`src/rtl/multi_cycle_ctrl_pkg.sv`:
```
// Shared definitions for the multi-cycle MIPS control FSM: opcodes, state and aluop
// encodings, the instruction-class decode type and the Moore output bundle.
package multi_cycle_ctrl_pkg;

  localparam logic [5:0] OP_RTYPE = 6'b000000;
  localparam logic [5:0] OP_LW    = 6'b100011;
  localparam logic [5:0] OP_SW    = 6'b101011;
  localparam logic [5:0] OP_BEQ   = 6'b000100;
  localparam logic [5:0] OP_BNE   = 6'b000101;
  localparam logic [5:0] OP_J     = 6'b000010;
  localparam logic [5:0] OP_ADDI  = 6'b001000;
  localparam logic [5:0] OP_ANDI  = 6'b001100;
  localparam logic [5:0] OP_ORI   = 6'b001101;
  localparam logic [5:0] OP_SLTI  = 6'b001010;

  typedef enum logic [3:0] {
    S_FETCH    = 4'd0,
    S_DECODE   = 4'd1,
    S_MEM_ADDR = 4'd2,
    S_MEM_RD   = 4'd3,
    S_MEM_WB   = 4'd4,
    S_MEM_WR   = 4'd5,
    S_EXEC     = 4'd6,
    S_R_WB     = 4'd7,
    S_BRANCH   = 4'd8,
    S_JUMP     = 4'd9,
    S_IMM_EXEC = 4'd10,
    S_IMM_WB   = 4'd11,
    S_HALT     = 4'd12
  } state_t;

  typedef enum logic [2:0] {
    ALU_ADD   = 3'b000,
    ALU_SUB   = 3'b001,
    ALU_RTYPE = 3'b010,
    ALU_AND   = 3'b011,
    ALU_OR    = 3'b100,
    ALU_SLT   = 3'b101
  } aluop_t;

  typedef enum logic [2:0] {
    CLS_NONE, CLS_RTYPE, CLS_LW, CLS_SW, CLS_BEQ, CLS_BNE, CLS_JUMP, CLS_IMM
  } iclass_t;

  typedef struct packed {
    logic       pc_we;
    logic       iord;
    logic       mem_rd;
    logic       mem_wr;
    logic       mem_to_reg;
    logic       reg_dst;
    logic       reg_we;
    logic       alu_src_a;
    logic [1:0] alu_src_b;
    logic [2:0] aluop;
    logic [1:0] pc_src;
    logic       done;
    logic       halted;
  } moore_t;

  // State-only part of the outputs; mem_ready and branch gating are added by the caller.
  function automatic moore_t moore_of(state_t s, aluop_t imm_op);
    moore_t m;
    m = '0;
    case (s)
      S_FETCH:    begin m.mem_rd = 1'b1; m.alu_src_b = 2'b01; m.aluop = ALU_ADD; end
      S_DECODE:   begin m.alu_src_b = 2'b11; m.aluop = ALU_ADD; end
      S_MEM_ADDR: begin m.alu_src_a = 1'b1; m.alu_src_b = 2'b10; m.aluop = ALU_ADD; end
      S_MEM_RD:   begin m.mem_rd = 1'b1; m.iord = 1'b1; end
      S_MEM_WB:   begin m.reg_we = 1'b1; m.mem_to_reg = 1'b1; m.done = 1'b1; end
      S_MEM_WR:   begin m.mem_wr = 1'b1; m.iord = 1'b1; end
      S_EXEC:     begin m.alu_src_a = 1'b1; m.aluop = ALU_RTYPE; end
      S_R_WB:     begin m.reg_we = 1'b1; m.reg_dst = 1'b1; m.done = 1'b1; end
      S_BRANCH:   begin m.alu_src_a = 1'b1; m.aluop = ALU_SUB; m.pc_src = 2'b01; m.done = 1'b1; end
      S_JUMP:     begin m.pc_src = 2'b10; m.pc_we = 1'b1; m.done = 1'b1; end
      S_IMM_EXEC: begin m.alu_src_a = 1'b1; m.alu_src_b = 2'b10; m.aluop = imm_op; end
      S_IMM_WB:   begin m.reg_we = 1'b1; m.done = 1'b1; end
      S_HALT:     m.halted = 1'b1;
      default:    m = '0;
    endcase
    return m;
  endfunction

endpackage

```
`src/rtl/multi_cycle_ctrl_if.sv`:
```
// Control/status bundle between the multi-cycle control FSM (master) and the datapath (slave).
interface multi_cycle_ctrl_if;
  logic [5:0] opcode;
  logic       zero;
  logic       mem_ready;
  logic       pc_we;
  logic       iord;
  logic       mem_rd;
  logic       mem_wr;
  logic       ir_we;
  logic       mem_to_reg;
  logic       reg_dst;
  logic       reg_we;
  logic       alu_src_a;
  logic [1:0] alu_src_b;
  logic [2:0] aluop;
  logic [1:0] pc_src;
  logic       instr_done;
  logic       halted;

  modport master (
    input  opcode, zero, mem_ready,
    output pc_we, iord, mem_rd, mem_wr, ir_we, mem_to_reg, reg_dst, reg_we,
           alu_src_a, alu_src_b, aluop, pc_src, instr_done, halted
  );

  modport slave (
    output opcode, zero, mem_ready,
    input  pc_we, iord, mem_rd, mem_wr, ir_we, mem_to_reg, reg_dst, reg_we,
           alu_src_a, alu_src_b, aluop, pc_src, instr_done, halted
  );
endinterface

```
`src/rtl/multi_cycle_ctrl_opdecode.sv`:
```
// Combinational opcode -> instruction class decode, with the I-type ALU op and an illegal flag.
module multi_cycle_ctrl_opdecode
  import multi_cycle_ctrl_pkg::*;
(
  input  logic [5:0] opcode,
  output iclass_t    iclass,
  output aluop_t     imm_aluop,
  output logic       illegal
);

  always_comb begin
    iclass    = CLS_NONE;
    imm_aluop = ALU_ADD;
    illegal   = 1'b0;
    case (opcode)
      OP_RTYPE: iclass = CLS_RTYPE;
      OP_LW:    iclass = CLS_LW;
      OP_SW:    iclass = CLS_SW;
      OP_BEQ:   iclass = CLS_BEQ;
      OP_BNE:   iclass = CLS_BNE;
      OP_J:     iclass = CLS_JUMP;
      OP_ADDI:  begin iclass = CLS_IMM; imm_aluop = ALU_ADD; end
      OP_ANDI:  begin iclass = CLS_IMM; imm_aluop = ALU_AND; end
      OP_ORI:   begin iclass = CLS_IMM; imm_aluop = ALU_OR;  end
      OP_SLTI:  begin iclass = CLS_IMM; imm_aluop = ALU_SLT; end
      default:  illegal = 1'b1;
    endcase
  end

endmodule

```
`src/rtl/multi_cycle_ctrl.sv`:
```
// Main control FSM of the multi-cycle MIPS CPU (fetch/decode/execute/memory/write-back).
// Optional perf counters cycle_cnt/instr_cnt under `define MULTI_CYCLE_CTRL_PERF_EN.
module multi_cycle_ctrl
  import multi_cycle_ctrl_pkg::*;
#(
  parameter bit ILLEGAL_HALT = 1'b1
`ifdef MULTI_CYCLE_CTRL_PERF_EN
  ,
  parameter int PERF_W = 32
`endif
) (
  input  logic               clk,
  input  logic               rst_n,
  multi_cycle_ctrl_if.master bus
`ifdef MULTI_CYCLE_CTRL_PERF_EN
  ,
  output logic [PERF_W-1:0]  cycle_cnt,
  output logic [PERF_W-1:0]  instr_cnt
`endif
);

  iclass_t iclass;
  aluop_t  imm_aluop;
  logic    illegal;

  multi_cycle_ctrl_opdecode u_opdecode (
    .opcode    (bus.opcode),
    .iclass    (iclass),
    .imm_aluop (imm_aluop),
    .illegal   (illegal)
  );

  state_t state;
  state_t nxt;
  logic   run;
  moore_t mo;

  always_comb begin
    nxt = state;
    case (state)
      S_FETCH:    if (bus.mem_ready) nxt = S_DECODE;
      S_DECODE: begin
        case (iclass)
          CLS_LW, CLS_SW:   nxt = S_MEM_ADDR;
          CLS_RTYPE:        nxt = S_EXEC;
          CLS_BEQ, CLS_BNE: nxt = S_BRANCH;
          CLS_JUMP:         nxt = S_JUMP;
          CLS_IMM:          nxt = S_IMM_EXEC;
          default:          nxt = ILLEGAL_HALT ? S_HALT : S_FETCH;
        endcase
      end
      S_MEM_ADDR: nxt = (iclass == CLS_SW) ? S_MEM_WR : S_MEM_RD;
      S_MEM_RD:   if (bus.mem_ready) nxt = S_MEM_WB;
      S_MEM_WR:   if (bus.mem_ready) nxt = S_FETCH;
      S_EXEC:     nxt = S_R_WB;
      S_IMM_EXEC: nxt = S_IMM_WB;
      S_HALT:     nxt = S_HALT;
      default:    nxt = S_FETCH;
    endcase
  end

  // run stays low until the first edge after reset release, so that edge starts the fetch
  // instead of consuming it; the Moore bundle is registered alongside the state.
  always_ff @(posedge clk or negedge rst_n) begin
    if (!rst_n) begin
      state <= S_FETCH;
      run   <= 1'b0;
      mo    <= '0;
    end else begin
      run <= 1'b1;
      if (run) state <= nxt;
      mo <= moore_of(run ? nxt : S_FETCH, imm_aluop);
    end
  end

  logic in_fetch, in_decode, in_memwr, in_branch, br_take;

  assign in_fetch  = run && (state == S_FETCH);
  assign in_decode = run && (state == S_DECODE);
  assign in_memwr  = run && (state == S_MEM_WR);
  assign in_branch = run && (state == S_BRANCH);
  assign br_take   = (iclass == CLS_BNE) ? !bus.zero : bus.zero;

  assign bus.ir_we      = in_fetch && bus.mem_ready;
  assign bus.pc_we      = mo.pc_we || (in_fetch && bus.mem_ready) || (in_branch && br_take);
  assign bus.instr_done = mo.done || (in_memwr && bus.mem_ready)
                          || (in_decode && illegal && !ILLEGAL_HALT);
  assign bus.iord       = mo.iord;
  assign bus.mem_rd     = mo.mem_rd;
  assign bus.mem_wr     = mo.mem_wr;
  assign bus.mem_to_reg = mo.mem_to_reg;
  assign bus.reg_dst    = mo.reg_dst;
  assign bus.reg_we     = mo.reg_we;
  assign bus.alu_src_a  = mo.alu_src_a;
  assign bus.alu_src_b  = mo.alu_src_b;
  assign bus.aluop      = mo.aluop;
  assign bus.pc_src     = mo.pc_src;
  assign bus.halted     = mo.halted;

`ifdef MULTI_CYCLE_CTRL_PERF_EN
  always_ff @(posedge clk or negedge rst_n) begin
    if (!rst_n) begin
      cycle_cnt <= '0;
      instr_cnt <= '0;
    end else begin
      if (!bus.halted)     cycle_cnt <= cycle_cnt + PERF_W'(1);
      if (bus.instr_done)  instr_cnt <= instr_cnt + PERF_W'(1);
    end
  end
`endif

endmodule

```
`src/flat_wrapper.sv`:
```
// flat-port wrapper written by rule: the top's interface ports become plain ports
module multi_cycle_ctrl_flat import multi_cycle_ctrl_pkg::*;
#(
  parameter bit ILLEGAL_HALT = 1'b1

)
  (clk, rst_n, bus_opcode, bus_zero, bus_mem_ready, bus_pc_we, bus_iord, bus_mem_rd, bus_mem_wr, bus_ir_we, bus_mem_to_reg, bus_reg_dst, bus_reg_we, bus_alu_src_a, bus_alu_src_b, bus_aluop, bus_pc_src, bus_instr_done, bus_halted);
  multi_cycle_ctrl_if bus_i ();
  input  logic clk;
  input  logic rst_n;
  input wire logic [$bits(bus_i.opcode)-1:0] bus_opcode;
  input wire logic [$bits(bus_i.zero)-1:0] bus_zero;
  input wire logic [$bits(bus_i.mem_ready)-1:0] bus_mem_ready;
  output wire logic [$bits(bus_i.pc_we)-1:0] bus_pc_we;
  output wire logic [$bits(bus_i.iord)-1:0] bus_iord;
  output wire logic [$bits(bus_i.mem_rd)-1:0] bus_mem_rd;
  output wire logic [$bits(bus_i.mem_wr)-1:0] bus_mem_wr;
  output wire logic [$bits(bus_i.ir_we)-1:0] bus_ir_we;
  output wire logic [$bits(bus_i.mem_to_reg)-1:0] bus_mem_to_reg;
  output wire logic [$bits(bus_i.reg_dst)-1:0] bus_reg_dst;
  output wire logic [$bits(bus_i.reg_we)-1:0] bus_reg_we;
  output wire logic [$bits(bus_i.alu_src_a)-1:0] bus_alu_src_a;
  output wire logic [$bits(bus_i.alu_src_b)-1:0] bus_alu_src_b;
  output wire logic [$bits(bus_i.aluop)-1:0] bus_aluop;
  output wire logic [$bits(bus_i.pc_src)-1:0] bus_pc_src;
  output wire logic [$bits(bus_i.instr_done)-1:0] bus_instr_done;
  output wire logic [$bits(bus_i.halted)-1:0] bus_halted;
  assign bus_i.opcode = bus_opcode;
  assign bus_i.zero = bus_zero;
  assign bus_i.mem_ready = bus_mem_ready;
  assign bus_pc_we = bus_i.pc_we;
  assign bus_iord = bus_i.iord;
  assign bus_mem_rd = bus_i.mem_rd;
  assign bus_mem_wr = bus_i.mem_wr;
  assign bus_ir_we = bus_i.ir_we;
  assign bus_mem_to_reg = bus_i.mem_to_reg;
  assign bus_reg_dst = bus_i.reg_dst;
  assign bus_reg_we = bus_i.reg_we;
  assign bus_alu_src_a = bus_i.alu_src_a;
  assign bus_alu_src_b = bus_i.alu_src_b;
  assign bus_aluop = bus_i.aluop;
  assign bus_pc_src = bus_i.pc_src;
  assign bus_instr_done = bus_i.instr_done;
  assign bus_halted = bus_i.halted;
  multi_cycle_ctrl #(.ILLEGAL_HALT(ILLEGAL_HALT)) u_core (.clk(clk), .rst_n(rst_n), .bus(bus_i));
endmodule
```
`config.mk`:
```
export PLATFORM = sky130hd
export DESIGN_NAME = multi_cycle_ctrl_flat
export DESIGN_NICKNAME = d
export VERILOG_FILES = /design/src/rtl/multi_cycle_ctrl_pkg.sv /design/src/rtl/multi_cycle_ctrl_if.sv /design/src/rtl/multi_cycle_ctrl_opdecode.sv /design/src/rtl/multi_cycle_ctrl.sv /design/src/flat_wrapper.sv
export SDC_FILE = /design/constraint.sdc
export NUM_CORES = 1
export LEC_CHECK = 0
export ABC_AREA = 1
export BUFFER_PORTS_ARGS = -buffer_cell sky130_fd_sc_hd__buf_2
export CAP_MARGIN = 0
export CORE_MARGIN = 2
export CORE_UTILIZATION = 45
export CTS_CLUSTER_DIAMETER = 200
export DETAILED_ROUTE_END_ITERATION = 8
export PLACE_DENSITY = 0.71
export SYNTH_ARGS = -nofsm -noshare
export SYNTH_HDL_FRONTEND = slang
export SYNTH_SLANG_ARGS = --single-unit
```
`constraint.sdc`:
```
create_clock -name clk -period 2.19 [get_ports clk]
set_input_delay 0 -clock clk [delete_from_list [all_inputs] [get_ports clk]]
set_output_delay 0 -clock clk [all_outputs]
set_load 0.01 [all_outputs]
```
Word level (Yosys, flattened, before mapping):

Index checks and enable logic that the tools add are counted.

* input port bits: 10
* bits in registers: 22
* word-level logic and storage cells: 96

* equality and inequality tests: 36
* reductions and logical operators: 22
* multiplexer cells: 23

Operators with widths (number)
* 4-bit == test, second input constant: 8
* 4-bit one-hot mux with 8 select lines: 1
* 4-bit by 3-bit == test with 1-bit output, second input constant: 6
* 6-bit by 4-bit == test with 1-bit output, second input constant: 4
* 3-bit one-hot mux with 7 select lines: 1
* 4-bit one-hot mux with 5 select lines: 1
* 3-bit one-hot mux with 3 select lines: 2
* 4-bit by 2-bit == test with 1-bit output, second input constant: 4
* 4-bit 2-to-1 mux: 4
* 3-bit == test, second input constant: 4
* 6-bit by 3-bit == test with 1-bit output, second input constant: 2
* 6-bit == test, second input constant: 2
* 1-bit 2-to-1 mux: 11
* 2-bit OR reduction: 5
* 4-bit by 1-bit == test with 1-bit output, second input constant: 2
* 4-bit zero test: 2
* 4-bit OR reduction: 2
* 3-bit by 2-bit == test with 1-bit output, second input constant: 2
* 6-bit by 2-bit == test with 1-bit output, second input constant: 1
* 1-bit logical AND: 6
* 6-bit zero test: 1
* 2-bit one-hot mux with 3 select lines: 1
* 5-bit OR reduction: 1
* 2-bit one-hot mux with 2 select lines: 1
* other kinds (5): 7

Logic depth before layout (Yosys ltp):

Gate-level depths: netlist of run 1.

* depth after elaboration: 11
* gate-level depth with buffers: 15
* gate-level depth less buffers: 15

By module:

From an unflattened synthesis of run 1, not the netlist that was laid out.

* cells, all modules: 188
* area total of the unflattened synthesis: 1376.3 um^2

By module, submodules not included
* multi_cycle_ctrl: area each 1194.9 um^2, cells an instance 148, instances 1
* multi_cycle_ctrl_opdecode: area each 181.4 um^2, cells an instance 40, instances 1

Worst setup path after synthesis of run 1:

Ideal clock, no wire load.

* path type: register to register
* from: reg u_core.state[3]
* to: reg u_core.mo[1] (netlist name)
* arrival: 1.405 ns
* path slack: 0.663 ns
* cell stages (with the launch flop): 10
* buffers on the path: 0
* cells stage by stage: dfrtp_1 > inv_2 > nand2_2 > nor3_1 > a21oi_1 > nand3_1 > nand2_2 > or2_1 > nand2_1 > a21oi_1

* longest elaborated chain between the ends: 6
* elaborated cells on any way between the ends: 20

RTL lines
* from (decl): RTL line multi_cycle_ctrl.sv:33 `state_t state;`
* from (signal assigned): RTL line multi_cycle_ctrl.sv:71 `if (run) state <= nxt;`
* 4-bit == test, or another cell as far along: RTL line multi_cycle_ctrl.sv:40 `case (state)`
* 4-bit one-hot mux with 8 select lines *: RTL line multi_cycle_ctrl.sv:40
* 4-bit 2-to-1 mux *: RTL line multi_cycle_ctrl.sv:72 `mo <= moore_of(run ? nxt : S_FETCH, imm_aluop);`
* 4-bit by 3-bit == test with 1-bit output / 4-bit == test (equally long branches): RTL line multi_cycle_ctrl_pkg.sv:65 `case (s)`
* 5-bit OR reduction (no source line) *
* 1-bit 2-to-1 mux *: RTL line multi_cycle_ctrl_pkg.sv:65
* to (signal assigned): RTL line multi_cycle_ctrl.sv:72
* to (decl): RTL line multi_cycle_ctrl.sv:36 `moore_t mo;`

Mark *: on every way between the ends. The rest lies on a longest branch, timed or not.
A chain may end at the register's enable or synchronous reset.

Worst setup path after layout of run 1:

* from: reg u_core.run
* to: out bus_pc_we

* longest elaborated chain between the ends: 4
* elaborated cells on any way between the ends: 6

RTL lines
* from (decl): RTL line multi_cycle_ctrl.sv:35 `logic run;`
* from (signal assigned): RTL line multi_cycle_ctrl.sv:67 `run <= 1'b0;`
* from (signal assigned): RTL line multi_cycle_ctrl.sv:70 `run <= 1'b1;`
* 1-bit logical AND: RTL line multi_cycle_ctrl.sv:78 `assign in_fetch = run && (state == S_FETCH);`
* 1-bit logical AND: RTL line multi_cycle_ctrl.sv:85 `assign bus.pc_we = mo.pc_we || (in_fetch && bus.mem_ready) || (in_branch && br_take);`
* 1-bit logical OR: RTL line multi_cycle_ctrl.sv:85
* 1-bit logical OR *: RTL line multi_cycle_ctrl.sv:85
* to (decl): RTL line flat_wrapper.sv:14 `output wire logic [$bits(bus_i.pc_we)-1:0] bus_pc_we;`

Marks and branches as above.

==> results of run 1 <==
==> cells by family (layout without fill, tap and decap cells) <==
kind of cell | count (synthesis) | in the layout | share of synthesized area
buf+inv | 34 | 58 | 0.116
compound gates | 14 | 14 | 0.0600
flops | 22 | 22 | 0.406
simple gates | 94 | 94 | 0.415
other cells | 1 | 1 | 0.00277
==> critical path: stages, from the launching register on <==
cell and delay, ns:
dfrtp_1 0.63, inv_1 0.21, nor4_2 0.38, a311o_1 0.23, buf_2 0.13
==> final timing paths <==
kind / startpoint / to / slack (ns) / cells past startpoint
min in group asynchronous: rst_n / u_core.bus.aluop[2] / 0.17 / 2
worst min register to register: u_core.state[3] / u_core.state[3] / 0.67 / 2
worst max-delay path: u_core.run / bus_pc_we / 0.30 / 4
worst max register to register: u_core.state[1] / u_core.mo[1] / 0.39 / 9
worst min-delay path: bus_opcode[3] / u_core.bus.aluop[1] / 0.08 / 5
max in group asynchronous: rst_n / u_core.state[0] / 1.69 / 2
==> report_power, final <==
group / internal, W / switching [W]
Combinational: 0.000260 / 0.000558
Sequential: 0.000503 / 0.0000611
Clock: 0.000185 / 0.000122
==> repair_timing <==
action,CTS,global route
endpoints found under the hold margin,22,0
gates resized for setup,0,1
hold buffers,1,0
setup endpoints to repair,0,1
==> area by class of cell <==
class / instances / area [um^2] / share of cell area
multi-input cells: 109 / 653 / 0.424
flip-flops and latches: 22 / 551 / 0.357
repair buffers: 28 / 145 / 0.0942
inverters: 26 / 100 / 0.0650
well taps: 31 / 38.8 / 0.0252
clock inverters: 1 / 30.0 / 0.0195
clock buffers: 3 / 22.5 / 0.0146
==> cell usage in the layout (no fill, tap or decap), types with 2 or more instances in the layout <==
master    count
nand4_1       5
nor2_1       19
nor3_2        5
o21ai_0       5
nand3_2       2
buf_2        27
dfrtp_1      22
o21ai_1       3
nand2_1      21
nor2_2        5
a21oi_1       3
nand2_2       8
inv_1        13
inv_2        12
nand3_1      14
clkbuf_4      3
nor3_1        3
nand2_4       2
nor2_4        4
==> per-layer routing <==
metal  up-vias  GRT usage  part of all wire
met1       525      0.207              0.41
met3        10     0.0549             0.061
met5         -          0                 0
met2        32      0.325              0.50
met4         0     0.0812             0.027
li1        568          -                 -
==> per-stage QoR <==
step / std cells / util
2_1_floorplan: 165 / -
3_3_place_gp: 215 / 0.525
3_5_place_dp: 215 / 0.525
4_1_cts: 220 / 0.547
5_1_grt: 220 / 0.549
6_report: 220 / 0.549
==> impl_metrics.tcl, run 1 <==
set metrics [dict create \
    post-dp-hpwl_um 2290 \
    post-synth-top-area-cell "dfrtp_1" \
    place_area_mm2 0.00147 \
    ratio_of_cells_with_drive_above_1_in_the_final_layout 0.402 \
    first_global_vias 1170 \
    critical_path_arrival_ns 1.89 \
    io_buffer_count 27 \
    power.static_leakage_nw 0.839 \
    postSynthAreaPerCell_um2 8.21 \
    synthesis.nets 175 \
    power.density_cell_area_mw_per_mm2 1100 \
    final-max-slew-violation-count 0 \
    grt-ovfl-total 0 \
    syn2layout_area_growth_pct 13.7 \
    clk_path_buf_depth 2 \
    clock_latency_ns 0.31 \
    io_pins 28 \
    drc_errors 2 \
    path_max_fanout 12 \
    clock_tree.htree_level_count 1 \
    synth.cells.most_frequent "22 x dfrtp_1, 21 x nand2_1, 19 x nor2_1" \
    core.rowCount 19 \
    violated_checks "DRC" \
    hold_violations 0 \
    netlist_instances 165 \
    finalWeightedCongestion 0.931 \
    grt_resource_usage_total 0.186 \
    drt_pass1_iterations 8 \
    edff_count_synth 0 \
    finalSetupTns_ns 0 \
    synthTopCellsByArea "dfrtp_1 41%, nand2_1 5.8%, nor2_1 5.3%" \
    post_cts.repair.setup_buffers 0 \
    max-cap-violations 0 \
    run_status "finished, violations left" \
    hold_path_class "primary input to flip-flop" \
    end_kind "output port" \
    synth_sequential_area_ratio 0.406 \
    fin_ws_ns 0.303 \
    route.antenna.remaining_nets 0 \
    skew_ns 0.00726 \
    synthArstFlopShare 1.00 \
    antenna_cells_inserted 0 \
    post-route-period-util 0.862 \
    cts_tree "done" \
    yosys_register_bits 22 \
    worst-setup-path-type "flip-flop to output port" \
    clock_sink_count 22 \
    numCtsBuffers 3 \
    largest_register_ff_count 4 \
    placement.setup.worst_slack_ns 0.419 \
    post-synth-top-area-fraction 0.406 \
    cell_area_after_synthesis_mm2 0.00136 \
    drt-initial-drc-count 17 \
    synth.most_common_cell "dfrtp_1" \
    vdd_ir_drop_max_mv 0.728 \
    design_area_mm2 0.00154 \
    achievable-frequency_mhz 530 \
    setup-violations-final 0 \
    chipWidth_um 58.9 \
    cts-root-buf "clkbuf_4" \
    fillCellCount 243 \
    route.detailed.wl_per_inst_um 12.6 \
    synth.yosys.warnings 0 \
    clkSlewWorstSetupHoldPaths_ns 0.12 \
    fp.coreArea_mm2 0.00281 \
    registers.top_by_ff_count "u_core.state" \
    die_h_um 58.9 \
    vias_per_cell 5.16 \
    initial_core_util 0.483 \
    grt_max_degree 23 \
    layout_min_cycle_time_ns 1.89 \
    worstSetupStartpointType "flip-flop" \
    die-area_mm2 0.00347 \
    grt_setup_unrepaired "no" \
    critical_path_required_ns 2.19 \
    synth_flop_cell "dfrtp_1" \
    holdWs_ns 0.0828 \
    number_of_distinct_library_cells_after_synthesis 30 \
    p_total_w 0.00169 \
    grt_first_pass_wirelength_um 4890 \
    via_count 1135 \
    fin_nets 200 \
    wl_um 2770 \
    antenna_found_initial 0 \
]
Note: power is estimated with default switching activity, not from simulation.
==> run 2: changes to the inputs <==
==> constraint.sdc (replaced) <==
create_clock -name clk -period 1.8 [get_ports clk]
set_input_delay 0.09 -clock clk [delete_from_list [all_inputs] [get_ports clk]]
set_output_delay 0.09 -clock clk [all_outputs]
set_load 0.01 [all_outputs]
==> run 2 against run 1 <==
- the run still ends with DRC left
- clock power is 21% higher
- total power increased by 29%
- register-to-register slack lost 0.29 ns
- worst setup slack worse by 0.22 ns
- critical path type unchanged
- critical endpoint unchanged
==> impl_metrics.tcl, run 2 (same netlist as run 1, synthesis figures left out) <==
set metrics [dict create \
    numCtsBuffers 3 \
    drc_errors 2 \
    critical_path_required_ns 1.71 \
    skew_ns 0.00773 \
    design_area_mm2 0.00162 \
    clkSlewWorstSetupHoldPaths_ns 0.12 \
    clock_latency_ns 0.31 \
    grt_resource_usage_total 0.173 \
    reg2reg_setup_slack_ns 0.10 \
    power.density_cell_area_mw_per_mm2 1340 \
    via_count 1120 \
    post-route-period-util 0.955 \
    clk_path_buf_depth 2 \
    drt-initial-drc-count 33 \
    chipWidth_um 58.9 \
    hold_violations 0 \
    end_kind "output port" \
    violated_checks "DRC" \
    layoutNonFillerInstCount 224 \
    fin_ws_ns 0.0817 \
    layout_commonest_cell "buf_2" \
    power.static_leakage_nw 0.876 \
    grt-ovfl-total 0 \
    run_status "finished, violations left" \
    drt_pass1_iterations 6 \
    cts-root-buf "clkbuf_4" \
    ratio_of_cells_with_drive_above_1_in_the_final_layout 0.456 \
    crit_slowest_cell "dfrtp_1" \
    die_h_um 58.9 \
    layout_min_cycle_time_ns 1.72 \
    worstPathCellList "inv_2, nand2_4, nor3_2, nand2_1, inv_1, a311o_1, buf_2" \
    antenna_cells_inserted 0 \
    finalWeightedCongestion 0.935 \
    hold_path_class "primary input to flip-flop" \
    layout_common_cells "27 x buf_2, 20 x dfrtp_1, 19 x nand2_1" \
    die-area_mm2 0.00347 \
    fin_nets 204 \
    clock_tree.htree_level_count 1 \
    io_buffer_count 27 \
    holdWs_ns 0.150 \
    worst-setup-path-type "flip-flop to output port" \
    grt_setup_unrepaired "yes" \
    final-max-slew-violation-count 0 \
    grt_first_pass_wirelength_um 4600 \
    vias_per_cell 5.00 \
    cell_total_after_placement 217 \
    path_max_fanout 5 \
    fp.coreArea_mm2 0.00281 \
    critPathBufInv 3 \
    worstSetupStartpointType "flip-flop" \
    max-cap-violations 0 \
    route.detailed.wl_per_inst_um 12.4 \
    initial_core_util 0.483 \
    antenna_found_initial 0 \
    critical_path_arrival_ns 1.63 \
    clock_sink_count 22 \
    setup-violations-final 0 \
    syn2layout_area_growth_pct 19.8 \
    finalSetupTns_ns 0 \
    largest_register_ff_count 4 \
    io_pins 28 \
    place_area_mm2 0.00149 \
    placement.setup.worst_slack_ns 0.0646 \
    registers.top_by_ff_count "u_core.state" \
    cts_tree "done" \
    first_global_vias 1064 \
    vdd_ir_drop_max_mv 0.852 \
    grt_max_degree 23 \
    post-dp-hpwl_um 2220 \
    core.rowCount 19 \
    wl_um 2770 \
    critical_path.max_stage_delay_ns 0.43 \
    cpLargestDelayFamily "flip-flops" \
    route.antenna.remaining_nets 0 \
    achievable-frequency_mhz 582 \
]
==> run 2: path summary, 6_finish.rpt <==
path,from,to,cells past startpoint
worst max-delay path,u_core.state[3],bus_pc_we,7
worst max register to register,u_core.state[0],u_core.bus.aluop[0],11
max in group asynchronous,rst_n,u_core.state[0],2
worst min-delay path,bus_opcode[3],u_core.bus.aluop[1],5
min in group asynchronous,rst_n,u_core.bus.aluop[2],2
worst min register to register,u_core.run,u_core.state[1],2
==> run 2: final cells by class <==
cell class              instances  area (um^2)
well taps                      31         38.8
repair buffers                 32          175
multi-input cells             109          703
fillers                       257         1180
clock buffers                   3         22.5
clock inverters                 1         30.0
flip-flops and latches         22          553
inverters                      26          100
==> run 2: per-stage QoR <==
stage               total power (W)  utilization
CTS                         0.00208        0.556
finish                      0.00218        0.579
global placement            0.00166        0.530
floorplan                   0.00147            -
global route                0.00235        0.579
detailed placement          0.00169        0.530
==> run 2: metal layers <==
layer,global-route usage,wire length (um),share of wire
met5,0,0,0
met4,0.0292,0,0
met3,0.0462,176,0.063
met2,0.298,1420,0.51
met1,0.220,1180,0.42
==> run 2: what timing repair did <==
action	CTS	global route
gates resized for setup	2	12
hold buffers	1	0
endpoints found under the setup margin	1	13
hold endpoints to repair	22	0
setup buffers	0	2
pin swaps	0	2
==> run 2: where the power goes <==
| group | internal [W] | total (W) | switching, W |
|---|---|---|---|
| logic | 0.000370 | 0.00112 | 0.000751 |
| registers | 0.000616 | 0.000686 | 0.0000699 |
| clock network | 0.000225 | 0.000373 | 0.000148 |
| total | 0.00121 | 0.00218 | 0.000968 |
==> run 2: worst min-delay path: cells and delay by family <==
kind | cells | cell delay (ns)
AND/OR/NAND/NOR | 3 | 0.18
buffers and inverters | 1 | 0.12
AO/OA/AOI/OAI | 1 | 0.05
==> run 3: changes to the inputs <==
- PLACE_DENSITY: 0.71 -> 0.7
- SYNTH_HIERARCHICAL: unset -> 1
==> run 3 against run 2 <==
- the flow still finishes with violations (DRC)
- routed wire length grew 1.4%
- first-iteration DRC count grew 33%
- sequential power shrank 2%
- synthesized area is essentially flat
- final cell count grew 11%
- utilization grew 1.2 points
- non-clock buffer count grew 7
- register-to-register slack gained 0.06 ns
- highest routed layer is now met4
- largest cell class unchanged
- clock power shrank 42%
==> impl_metrics.tcl, run 3 <==
set metrics [dict create \
    grt_resource_usage_total 0.177 \
    route.antenna.remaining_nets 0 \
    synth.yosys.warnings 6 \
    vdd_ir_drop_max_mv 0.593 \
    antenna_found_initial 0 \
    registers.top_by_ff_count "u_core/state" \
    p_total_w 0.00182 \
    io_buffer_count 27 \
    fillCellCount 269 \
    io_pins 28 \
    post-route-period-util 0.928 \
    ratio_of_cells_with_drive_above_1_in_the_final_layout 0.373 \
    cpMostUsedCell "buf_2" \
    final-max-slew-violation-count 0 \
    worst_hold_path.num_cells 3 \
    vias_per_cell 5.07 \
    layout_min_cycle_time_ns 1.67 \
    die_h_um 58.9 \
    critical_path_required_ns 1.71 \
    holdWs_ns 0.165 \
    fin_nets 228 \
    critical_path.max_stage_delay_ns 0.19 \
    clock_sink_count 21 \
    drt_pass1_iterations 6 \
    grt_max_degree 22 \
    chipWidth_um 58.9 \
    skew_ns 0.00952 \
    clk_path_buf_depth 2 \
    syn2layout_area_growth_pct 22.5 \
    setup-violations-final 0 \
    wl_um 2810 \
    postSynthAreaPerCell_um2 7.44 \
    netlist_instances 182 \
    violated_checks "DRC" \
    post-dp-hpwl_um 2230 \
    cell_total_after_placement 240 \
    hold_violations 0 \
    clock_tree.htree_level_count 1 \
    critical_path_arrival_ns 1.58 \
    numCtsBuffers 3 \
    hold_path_class "primary input to flip-flop" \
    core.rowCount 19 \
    power.density_cell_area_mw_per_mm2 1100 \
    run_status "finished, violations left" \
    worstSetupStartpointType "primary input" \
    via_count 1258 \
    grt-ovfl-total 0 \
    min-delay-start "bus_mem_ready" \
    layout_common_cells "30 x nand2_1, 27 x buf_2, 23 x nand3_1" \
    clock_latency_ns 0.30 \
    worst-setup-path-type "primary input to output port" \
    grt_first_pass_wirelength_um 4790 \
    layout_commonest_cell "nand2_1" \
    worst_r2r_endpoint "u_core/mo[1]" \
    drt-initial-drc-count 44 \
    regToRegStartpoint "u_core/state[3]" \
    design_area_mm2 0.00166 \
    layoutNonFillerInstCount 248 \
    power.static_leakage_nw 0.952 \
    drc_errors 3 \
    fp.coreArea_mm2 0.00281 \
    achievable-frequency_mhz 599 \
    cts-root-buf "clkbuf_4" \
    max-cap-violations 0 \
    cell_area_after_synthesis_mm2 0.00135 \
    initial_core_util 0.483 \
    fin_ws_ns 0.130 \
    path_max_fanout 4 \
    synthesis.nets 192 \
    placement.setup.worst_slack_ns -0.137 \
    antenna_cells_inserted 0 \
    clkSlewWorstSetupHoldPaths_ns 0.10 \
    finalWeightedCongestion 1.01 \
    cts_tree "done" \
    path_depth_of_the_worst_reg2reg_path 8 \
    place_area_mm2 0.00153 \
    die-area_mm2 0.00346 \
    worstPathCellList "buf_2, nor2_1, nand2_2, nor2_2, nor2_4, nand4_1, inv_1, buf_4, nor3_2, xnor2_1, o21ai_1, buf_2" \
    first_global_vias 1128 \
    crit_slowest_cell "nor3_2" \
    hold_path_end "u_core/bus.alu_src_b[1]" \
    route.detailed.wl_per_inst_um 11.3 \
    reg2reg_setup_slack_ns 0.16 \
    largest_register_ff_count 4 \
    end_kind "output port" \
]
[run 3: routing by layer]
layer | GRT usage | routed length, um
met5 | 0 | 0
met4 | 0.0779 | 38
met3 | 0.00879 | 149
met2 | 0.289 | 1390
met1 | 0.242 | 1240
[run 3: worst max-delay path, delay by kind of cell]
kind | cells | cell delay (ns)
XOR/XNOR | 1 | 0.18
buffers and inverters | 4 | 0.45
AND/OR/NAND/NOR | 6 | 0.78
AO/OA/AOI/OAI | 1 | 0.08
[run 3: how the worst max path moves through the flow]
| stage | cells past startpoint | from | endpoint |
|---|---|---|---|
| detailed placement | 14 | bus_opcode[3] | u_core/bus.pc_src[1] |
| floorplan | 14 | bus_opcode[1] | u_core/bus.reg_we |
| global placement | 14 | bus_opcode[3] | u_core/bus.alu_src_b[0] |
| finish | 12 | bus_opcode[1] | bus_pc_we |
| CTS | 13 | bus_opcode[3] | bus_pc_we |
| global route | 15 | bus_opcode[4] | u_core/bus.alu_src_a |
[run 3: area by class of cell]
class / count / area, um^2 / share of cell area
inverter: 24 / 90.1 / 0.0543
clock buffer: 3 / 22.5 / 0.0136
tap: 31 / 38.8 / 0.0234
timing repair buffer: 39 / 240 / 0.145
multi-input combinational: 129 / 733 / 0.442
sequential: 21 / 528 / 0.318
clock inverter: 1 / 5.00 / 0.00302
[run 3: metrics by stage]
step / util / setup TNS, ns
after floorplan: - / 0
after global placement: 0.545 / -0.0293
after detailed placement: 0.545 / -1.36
after CTS: 0.559 / 0
after global routing: 0.591 / -0.00542
final: 0.591 / 0
[run 3: repair_timing]
item / CTS / global route
setup buffers: 0 / 3
resized for setup: 0 / 16
hold buffers: 1 / 0
setup endpoints to repair: 0 / 14
endpoints found under the hold margin: 21 / 0
[run 3: report_power, final]
part	switching, W	internal [W]
clock	0.000132	0.0000827
combinational	0.000579	0.000350
sequential	0.0000929	0.000581
